File: src/rtl/axi4_burst_split46_pkg.sv
// Shared definitions for the 46-bit AXI4 read-address burst splitter.
// Holds payload field offsets/widths, burst encodings, the 4KB page size and the
// splitter FSM state type. Imported by axi4_burst_split46 and axi4_burst_split46_calc.
package axi4_burst_split46_pkg;

    // Payload layout: {burst[45:44], len[43:36], addr[35:4], id[3:0]}
    localparam int unsigned IdLsb    = 0;
    localparam int unsigned IdW      = 4;
    localparam int unsigned AddrLsb  = 4;
    localparam int unsigned AddrW    = 32;
    localparam int unsigned LenLsb   = 36;
    localparam int unsigned LenW     = 8;
    localparam int unsigned BurstLsb = 44;
    localparam int unsigned BurstW   = 2;
    localparam int unsigned PayloadW = 46;

    localparam int unsigned PageBytes = 4096;

    localparam logic [1:0] BurstFixed = 2'b00;
    localparam logic [1:0] BurstIncr  = 2'b01;
    localparam logic [1:0] BurstWrap  = 2'b10;

    typedef enum logic [0:0] {
        StIdle,
        StActive
    } split_state_e;

endpackage

File: src/rtl/axi4_burst_split46_calc.sv
// Combinational sub-burst calculator.
// Given the current address, remaining beat count and burst type, produces the
// AXI len of the piece to issue, the address and remaining count that follow it,
// and whether it is the final piece. Non-INCR bursts are emitted whole.
// Ports:
//   addr_i      current sub-burst start address
//   rem_i       remaining beats (1..256)
//   burst_i     AXI burst type
//   len_o       AXI len (beats-1) of this piece
//   addr_next_o start address of the following piece (mod 2^32)
//   rem_next_o  beats remaining after this piece
//   last_o      this piece completes the request
module axi4_burst_split46_calc
    import axi4_burst_split46_pkg::*;
#(
    parameter int unsigned MAX_BEATS  = 16,
    parameter int unsigned BEAT_BYTES = 4
) (
    input  logic [31:0] addr_i,
    input  logic [8:0]  rem_i,
    input  logic [1:0]  burst_i,
    output logic [7:0]  len_o,
    output logic [31:0] addr_next_o,
    output logic [8:0]  rem_next_o,
    output logic        last_o
);

    localparam int unsigned Shift     = $clog2(BEAT_BYTES);
    localparam logic [12:0] AlignMask = ~13'(BEAT_BYTES - 1);

    logic [12:0] page_off;
    logic [12:0] pg;
    logic [8:0]  lim;
    logic [8:0]  beats;
    logic [8:0]  len_full;

    // Beats left in the page, counted from the beat-aligned start address.
    assign page_off = {1'b0, addr_i[11:0]} & AlignMask;
    assign pg       = (13'(PageBytes) - page_off) >> Shift;

    always_comb begin
        lim = 9'(MAX_BEATS);
        if (pg < {4'b0, lim}) begin
            lim = pg[8:0];
        end
        beats = rem_i;
        if (burst_i == BurstIncr && lim < rem_i) begin
            beats = lim;
        end
    end

    assign len_full    = beats - 9'd1;
    assign len_o       = len_full[7:0];
    assign addr_next_o = addr_i + (32'(beats) << Shift);
    assign rem_next_o  = rem_i - beats;
    assign last_o      = (burst_i != BurstIncr) || (rem_next_o == 9'd0);

endmodule

File: src/rtl/axi4_burst_split46.sv
// AXI4 read-address burst splitter fed from a 46-bit CDC FIFO.
// Pops one request at a time and issues INCR bursts as sub-bursts that neither cross
// a 4KB page nor exceed MAX_BEATS; FIXED/WRAP/reserved pass through unchanged.
// Optional feature macro: AXI4_BURST_SPLIT_STATS_EN enables the split counter.
// Ports:
//   clk_i, rst_ni   clock, asynchronous active-low reset
//   fifo_data_i     FIFO head entry {burst, len, addr, id}
//   fifo_empty_i    FIFO empty
//   fifo_pop_o      pop FIFO head (combinational)
//   out_valid_o     sub-burst valid
//   out_data_o      sub-burst payload (same layout as input)
//   out_last_o      final piece of the current request
//   out_accept_i    downstream accepts this cycle
//   stat_split_o    extra sub-bursts generated (0 when stats disabled)
module axi4_burst_split46
    import axi4_burst_split46_pkg::*;
#(
    parameter int unsigned MAX_BEATS  = 16,
    parameter int unsigned BEAT_BYTES = 4
) (
    input  logic                clk_i,
    input  logic                rst_ni,
    input  logic [PayloadW-1:0] fifo_data_i,
    input  logic                fifo_empty_i,
    output logic                fifo_pop_o,
    output logic                out_valid_o,
    output logic [PayloadW-1:0] out_data_o,
    output logic                out_last_o,
    input  logic                out_accept_i,
    output logic [15:0]         stat_split_o
);

    split_state_e state_q;
    logic [31:0]  addr_q;   // start of the next piece (after the one presented)
    logic [8:0]   rem_q;    // beats left after the piece presented
    logic [1:0]   burst_q;
    logic [3:0]   id_q;

    logic         adv;
    logic [31:0]  c_addr;
    logic [8:0]   c_rem;
    logic [1:0]   c_burst;
    logic [7:0]   c_len;
    logic [31:0]  c_addr_next;
    logic [8:0]   c_rem_next;
    logic         c_last;

    assign adv = (state_q == StActive) && out_accept_i;

    // Pop when idle, or on the accept of the final piece so the next entry follows
    // with no bubble.
    assign fifo_pop_o = rst_ni && !fifo_empty_i &&
                        ((state_q == StIdle) || (adv && out_last_o));

    // The calculator works on the FIFO head when loading, else on the stored remainder.
    assign c_addr  = fifo_pop_o ? fifo_data_i[AddrLsb +: AddrW] : addr_q;
    assign c_rem   = fifo_pop_o ? ({1'b0, fifo_data_i[LenLsb +: LenW]} + 9'd1) : rem_q;
    assign c_burst = fifo_pop_o ? fifo_data_i[BurstLsb +: BurstW] : burst_q;

    axi4_burst_split46_calc #(
        .MAX_BEATS  (MAX_BEATS),
        .BEAT_BYTES (BEAT_BYTES)
    ) u_calc (
        .addr_i      (c_addr),
        .rem_i       (c_rem),
        .burst_i     (c_burst),
        .len_o       (c_len),
        .addr_next_o (c_addr_next),
        .rem_next_o  (c_rem_next),
        .last_o      (c_last)
    );

    always_ff @(posedge clk_i or negedge rst_ni) begin
        if (!rst_ni) begin
            state_q     <= StIdle;
            out_valid_o <= 1'b0;
            out_data_o  <= '0;
            out_last_o  <= 1'b0;
            addr_q      <= '0;
            rem_q       <= '0;
            burst_q     <= '0;
            id_q        <= '0;
        end else if (fifo_pop_o) begin
            state_q     <= StActive;
            out_valid_o <= 1'b1;
            out_data_o  <= {c_burst, c_len, c_addr, fifo_data_i[IdLsb +: IdW]};
            out_last_o  <= c_last;
            addr_q      <= c_addr_next;
            rem_q       <= c_rem_next;
            burst_q     <= c_burst;
            id_q        <= fifo_data_i[IdLsb +: IdW];
        end else if (adv) begin
            if (out_last_o) begin
                state_q     <= StIdle;
                out_valid_o <= 1'b0;
            end else begin
                out_data_o <= {burst_q, c_len, addr_q, id_q};
                out_last_o <= c_last;
                addr_q     <= c_addr_next;
                rem_q      <= c_rem_next;
            end
        end
    end

`ifdef AXI4_BURST_SPLIT_STATS_EN
    logic [15:0] stat_q;

    always_ff @(posedge clk_i or negedge rst_ni) begin
        if (!rst_ni) begin
            stat_q <= '0;
        end else if (out_valid_o && out_accept_i && !out_last_o && stat_q != 16'hFFFF) begin
            stat_q <= stat_q + 16'd1;
        end
    end

    assign stat_split_o = stat_q;
`else
    assign stat_split_o = '0;
`endif

endmodule

File: config.mk
export PLATFORM = sky130hd
export DESIGN_NAME = axi4_burst_split46
export DESIGN_NICKNAME = d
export VERILOG_FILES = /design/src/rtl/axi4_burst_split46_pkg.sv /design/src/rtl/axi4_burst_split46_calc.sv /design/src/rtl/axi4_burst_split46.sv
export SDC_FILE = /design/constraint.sdc
export NUM_CORES = 1
export LEC_CHECK = 0
export BUFFER_PORTS_ARGS = -buffer_cell sky130_fd_sc_hd__buf_2
export CAP_MARGIN = 15
export CELL_PAD_IN_SITES_DETAIL_PLACEMENT = 1
export CELL_PAD_IN_SITES_GLOBAL_PLACEMENT = 1
export CORE_AREA = 2 2 167 169
export DETAILED_ROUTE_END_ITERATION = 10
export DIE_AREA = 0 0 169 171
export HOLD_SLACK_MARGIN = 0.02
export PLACE_DENSITY_LB_ADDON = 0.1
export RECOVER_POWER = 50
export SLEW_MARGIN = 25
export SYNTH_ARGS = -nofsm -noshare
export SYNTH_HDL_FRONTEND = slang
export SYNTH_SLANG_ARGS = --single-unit
File: constraint.sdc
create_clock -name clk_i -period 15.6 [get_ports clk_i]
set_input_delay 0.78 -clock clk_i [delete_from_list [all_inputs] [get_ports clk_i]]
set_output_delay 0.78 -clock clk_i [all_outputs]
set_load 0.05 [all_outputs]
==> summary by stage, run 1 <==
Drt
The final layout contains routed wiring with a total length of 23.2 mm. For this block, the initial DRC count from the detailed router was 310. After detailed routing, the number of remaining DRC violations is 0. In the final routed layout, each cell accounts on average for 18.8 microns. The detail route stage leaves a number of antenna-violating nets equal to 0. The routed via count divided by cell count is 4.85. The final route contains 5984 vias. The first detailed-routing pass took 4 iterations.

Worst setup path
The sort of element at the end of the critical path is a register. STA classifies the critical path startpoint as an input pin. The maximum fanout count along the critical path is 41. In this run the worst setup path begins at rst_ni. On the critical path, the stage with the largest delay is an instance of clkbuf_1. The largest single stage delay on the critical path is 1.59 ns. The worst register-to-register path begins at out_last_o. The most frequent cell on the critical path is o21ai_0. Among cell families on the critical path, the largest total delay comes from compound AO/OA/AOI/OAI gates. The data required time of the worst path is 15.87 ns.

The worst setup path is of the input pin to register kind. The worst endpoint data arrival time is 11.28 ns. Counting both buffers and inverters, the worst setup path holds a total of 5.

Die
The floorplan step defined a die boundary enclosing 28900 sq um. The effective utilization at floorplan is 24.5%. The die is 169 microns wide. 115 I/O pins were placed. In this run the standard cell core region covers 27300 sq um. The floorplan step set the die height to 171 microns. The initialized floorplan defines 61 standard-cell rows.

Synthesis
The flop and latch count out of synthesis is 93. The number of distinct standard cells referenced by the synthesized netlist is 78. During synthesis, Yosys emitted a total of 0 warnings. The number of synthesized flops with an enable pin is 0. The biggest area contributor in the post-synthesis netlist is dfrtp_1.

Yosys attributes the largest share of cell area to dfrtp_1 35%, nand2_1 7.1%, nor2_1 4.9%. The top cell type's share of synthesized area is 34.8%. The area of the mapped netlist is 6690 sq um. After synthesis, the share of flip-flops with an asynchronous set or reset is 100%. The mean instance size in the synthesized netlist is 8.35 sq um. The predominant post-synthesis flop cell is dfrtp_1.

Of the synthesized area, sequential elements account for 34.8%. The count of mapped cells out of synthesis is 801.

Placement
The count of buffers added on input and output ports is 98. The final estimated routing congestion in global placement is 0.818. In this run, placement finished with an instance count of 1218. The estimated wirelength of the detail-placed design is 17.1 mm.

STA
After layout, the minimum clock period comes to 11.01 ns. Of the available clock period, the critical path in the final layout requires 70.6%. The tightest hold path in the finished design has a slack of 0.480 ns. After routing, the total negative slack on setup checks comes to 0 ns. Based on the critical path, the design can be clocked at up to 90.8 MHz. The clock arrives with 0.0112 ns of skew. Setup violations remaining at the end of the flow were counted as 0. The final max-slew violation count came to 98. The count of endpoints failing hold in the final timing report is 0. The relative slew slack is -121%. The measured slew at the worst slew-check pin is 3.32 ns. Setup repair after global routing left no endpoint under its margin.

Global routing
Entering global routing, the biggest net connects 56 pins. The number of antenna violations at the first check in global routing came to 0. Global routing finished with a remaining overflow of 0. The number of global-route vias before repair came to 6301. The first global-routing pass estimated 36.6 mm of wire. The global routing usage summed across all routing layers is 16.4%.

Clock network
The deepest level of the CTS H-tree is 3. The number of clock sinks is 93. The number of hold buffers added after cts is 0.

The count of buffers added by post-CTS timing repair for setup is 0. The TritonCTS clock tree is yes. After clock tree synthesis, the clock-pin slew on the worst setup and hold paths is 0.08 ns. At the later pin of the worst-skew pair, clock insertion delay measures 0.36 ns. The cell at the root of the clock tree is clkbuf_16.

The number of buffers inserted during clock tree synthesis is 9. The maximum root-to-sink buffer count is 2. The quantity of gates resized following cts is 0.

Cells and area
The number of diodes added for antenna fixing is 0. The fraction of layout cells with a size suffix above 1 is 13.3%. The layout overhead on the synthesized area is 14.7%. At the end of the flow, the number of nets in the layout was 957. The post-route non-filler standard cell count is 1233. Fill cells in the final layout number 3315.

Pwr
The leakage component of the power is 0.00320 uW. The design draws 1700 uW. The maximum vdd drop is 90.3 uV.

For this design the ratio of total power to cell area is 222 nW/um^2.

Outcome
The checks that failed: capacitance limit, slew limit. The run finished, with violations left.

Run
Max-cap violations in this run came to 2.

Worst hold path
The beginning of the worst hold path is id_q[1]. In this run the worst hold path is classified as register to register.
## cell usage after synthesis, drive strengths merged, types with 3 or more instances
library cell,instances
a211oi,5
a21boi,6
a21o,5
a21oi,51
a31oi,28
and2,5
and3,7
and4,3
buf,32
clkbuf,23
dfrtp,93
ha,22
inv,28
mux2i,28
nand2,128
nand3,22
nand4,8
nor2,91
nor3,19
nor3b,4
nor4,3
o2111ai,6
o211ai,11
o21ai,48
o311a,3
o31a,3
o31ai,7
o32a,3
or2,8
or3,6
xnor2,32
xor2,32
## routing by layer
metal	share of wire [%]	wire length, microns	global-route usage (%)	up-vias
met4	0.67	156	3.16	0
met5	0	0	0	-
met3	2.1	476	2.11	10
met1	47	10900	21.1	2957
li1	-	-	-	2939
met2	50	11700	29.6	78
## registers in the layout (all words and copies together) (netlist names), named ones only
name and count:
out_data_o 44, addr_q 30, rem_q 9, id_q 4, burst_q 2, out_last_o 1, state_q 1
## power by group
part / internal (uW) / leakage [uW] / total (uW) / switching, uW
clock: 109 / 0.000129 / 219 / 110
sequential: 349 / 0.00108 / 435 / 86.1
combinational: 319 / 0.00199 / 1050 / 731
## path summary, 6_finish.rpt
check / endpoint / slack (ns) / cells after the start
max in group asynchronous: rem_q[1] / 10.43 / 2
hold / removal: id_q[1] / 0.48 / 2
setup / recovery: addr_q[14] / 4.59 / 34
hold reg to reg: id_q[1] / 0.48 / 2
min in group asynchronous: addr_q[12] / 1.09 / 1
setup reg to reg: addr_q[14] / 6.54 / 33
## layout by cell type (no fill, tap or decap), types with 3 or more instances in the layout
master	count
nand2_1	125
dfrtp_1	93
nor2_1	87
buf_2	52
a21oi_1	49
clkbuf_1	47
o21ai_0	43
xnor2_1	32
xor2_1	32
mux2i_1	28
a31oi_1	27
inv_1	26
nand3_1	22
ha_1	22
conb_1	20
nor3_1	18
o211ai_1	10
clkbuf_16	9
or2_2	8
nand4_1	8
buf_4	8
o31ai_1	7
and3_1	6
or3_1	6
o2111ai_1	6
a21o_1	5
o21ai_1	5
and4_1	3
a211oi_1	3
and2_1	3
o32a_1	3
o31a_1	3
nor2_2	3
a21boi_0	3
inv_6	3
## worst register-to-register path, delay by kind of cell (launching register included)
kind / cells / cell delay [ns]
AOI/OAI and AO/OA: 15 / 4.50
and+or+nand+nor: 8 / 1.50
adders and majority gates: 4 / 1.28
buffers and inverters: 4 / 0.66
muxes: 2 / 0.57
DFF: 1 / 0.47
## cells by family after synthesis
| kind of cell | Yosys count | share of synthesized area, % |
|---|---|---|
| compound gates | 198 | 20.4 |
| xor+xnor | 64 | 8.38 |
| fa+ha+maj | 24 | 4.71 |
| buf+inv | 83 | 6.08 |
| flops | 93 | 34.8 |
| mux | 29 | 4.36 |
| other cells | 1 | 0.0560 |
| simple gates | 309 | 21.2 |
## layout make-up
cell class	count	area (sq um)	area share (%)
Clock inverter	6	46.3	0.603
Sequential cell	93	2330	30.3
Inverter	28	105	1.37
Timing Repair Buffer	107	497	6.47
Clock buffer	9	225	2.93
Tap cell	346	433	5.64
Multi-Input combinational cell	644	4040	52.6
## metrics by stage
step / util [%] / setup slack, ns / instance area, sq um
floorplan: - / 7.52 / 6760
CTS: 28.3 / 5.67 / 7740
global route: 28.1 / 3.18 / 7670
detailed placement: 27.3 / 5.37 / 7470
global placement: 27.3 / 5.71 / 7470
finish: 28.1 / 4.59 / 7670
No activity file was read; power rests on OpenSTA's default activity.
==> run 2: changes to the inputs <==
==> constraint.sdc (replaced) <==
create_clock -name clk_i -period 10.05 [get_ports clk_i]
set_input_delay 0.5025 -clock clk_i [delete_from_list [all_inputs] [get_ports clk_i]]
set_output_delay 0.5025 -clock clk_i [all_outputs]
set_load 0.05 [all_outputs]
==> summary by stage, run 2 (synthesis gave the netlist of run 1 again) <==
Pwr
The leakage component of the power is 0.00323 uW. Dividing total power by cell area gives a power density of 344 nW/um^2. The maximum vdd drop is 107 uV.

Die
The effective utilization at floorplan is 24.5%. The floorplan row count is 61. The full die area is 28900 sq um. The die is 169 microns wide. The vertical extent of the die is 171 microns.

The core footprint is 27300 sq um. In this run the count of I/O pins placed on the die edge is 115.

STA
The minimum clock period after layout is 8.51 ns. The share of the clock period used by the worst path is 84.7%. The highest clock rate is 117 MHz. Across all hold checks on the routed design, the worst slack comes to 0.325 ns. The relative slew slack is -136%. The worst setup margin is 1.54 ns.

The final max-slew violation count is 58. Adding up every negative setup slack in the final design gives 0 ns. The count of endpoints failing hold in the final timing report was 0.

Setup repair after global routing left no endpoint under its margin. For the pin with the worst max-slew slack, the measured transition is 3.54 ns. The worst clock skew on the final layout is 0.0109 ns.

Setup violations remaining at the end of the flow were counted as 0.

Drt
In the routed design, unresolved DRC markers number 0. The remaining antenna violation count is 0. The first routing iteration left 289 violations. The routed via count divided by cell count is 4.85. The first detailed-routing pass took 4 iterations. For this block, the routed nets add up to 23.1 mm of wire. Across all layers, the routed design uses 6012 vias. The wire length per cell after detailed routing is 18.6 microns.

Placement
The quantity of I/O buffers inserted on ports is 98. The final estimated routing congestion in global placement is 0.838. The number of placed instances, taps included, is 1223.

Detailed placement finished with a half-perimeter wire length of 16.8 mm. The setup slack after placement is 1.34 ns.

Worst setup path
The maximum cell stage delay along the critical path is 0.47 ns. The most frequent cell on the critical path is o21ai_0. The critical path is of the register to register type.

Along the worst path, the maximum fanout reaches 20. The slowest library cell on the worst path is dfrtp_1. Counting both buffers and inverters, the worst setup path holds a total of 4. The sort of element at the end of the critical path is a register. The kind of start point of the critical path is a register. The cell family with the largest share of critical-path delay is compound AO/OA/AOI/OAI gates. Data arrives at the worst endpoint at 8.79 ns. The data required time of the worst path is 10.32 ns.

Cells and area
The commonest non-fill, non-tap cell in the layout is nand2_1. Of the cells placed in the final design, the portion with a size suffix greater than 1 is 13.7%. The largest registers in the layout are out_data_o (44), addr_q (30), rem_q (9).

Counting flops per register, the top entry is out_data_o. The post-route non-filler standard cell count is 1239. The post-route core utilization is 28.3%. Compared with the post-synthesis result, the final layout area differs by 15.6%. The number of diodes added for antenna fixing is 0.

The final net count is 962. The register with the most flip-flops in the layout has 44 of them. The library cells used most frequently in the layout, excluding fill and tap cells, are 125 x nand2_1, 93 x dfrtp_1, 87 x nor2_1.

Global routing
The maximum number of pins on one net before global-route repair is 67. The number of antenna violations at the first check in global routing is 0. The global routing usage summed across all routing layers is 16.3%. In the global route stage, met1 resource usage came out at 21.3%. The number of global-route vias before repair is 6246. For met3 alone, demand over resource in global routing was 2.11%. The total overflow reported by the global router is 0. For this run, global-route usage on met2 was measured as 28.4%. The global routing stage identified its most utilized layer as met2. The first global-routing pass estimated 36.3 mm of wire.

Clock network
The number of buffers inserted during clock tree synthesis is 9. The deepest level of the CTS H-tree is 3. The number of hold buffers added after cts is 0. Post-CTS timing repair inserted 0 buffers for setup.

The TritonCTS clock tree is yes. The latest clock arrival within the worst-skew pair is 0.36 ns. Clock-pin slew was measured on the worst setup and hold paths at 0.08 ns. The number of gates resized after CTS was 0. The cell at the root of the clock tree is clkbuf_16. The maximum root-to-sink buffer count is 2.

Clock tree synthesis found a total of 93 sinks.

Outcome
The flow ran to the end, but the final reports show violations. The final reports fail on capacitance limit, slew limit.

Run
The number of max-cap violations is 1.

Worst hold path
The kind of path behind the tightest hold check is input pin to async pin.
run 2: cell types whose count changed in the layout (fill, tap and decap cells not counted), sizes merged:
cell    before  now
buf         60   63
clkinv       1    3
clkbuf      56   58
inv         31   30
run 2: power breakdown:
part / leakage [uW] / internal (uW) / switching, uW
Clock: 0.000138 / 175 / 184
Sequential: 0.00108 / 542 / 130
Combinational: 0.00201 / 498 / 1130
Total: 0.00323 / 1220 / 1440
run 2: path summary, 6_finish.rpt:
kind                                startpoint             end  slack [ns]  cells past startpoint
worst min register to register         id_q[3]         id_q[3]        0.48                      2
worst max-delay path                out_last_o      addr_q[14]        1.54                     32
worst min-delay path                    rst_ni         id_q[3]        0.33                      2
worst max register to register      out_last_o      addr_q[14]        1.54                     32
min in group clk_i              fifo_data_i[4]        register        0.33                      3
max in group asynchronous               rst_ni  out_data_o[45]        5.99                      3
run 2: through the flow:
step | total power [uW] | instance area, sq um
floorplan | 1890 | 6760
global placement | 2360 | 7500
detailed placement | 2350 | 7500
CTS | 2730 | 7800
global route | 2890 | 7730
finish | 2660 | 7730
run 2: layout make-up:
cell class | instances | area, sq um
fillers | 3307 | 19600
well taps | 346 | 433
repair buffers | 112 | 532
clock buffers | 9 | 225
clock inverters | 7 | 71.3
multi-input cells | 644 | 4040
inverters | 28 | 105
flip-flops and latches | 93 | 2330
run 2: per-layer routing:
metal / up-vias / routed length [microns]
met2: 89 / 11400
met4: 0 / 302
met1: 2952 / 10800
met3: 14 / 534
met5: - / 0
li1: 2957 / -
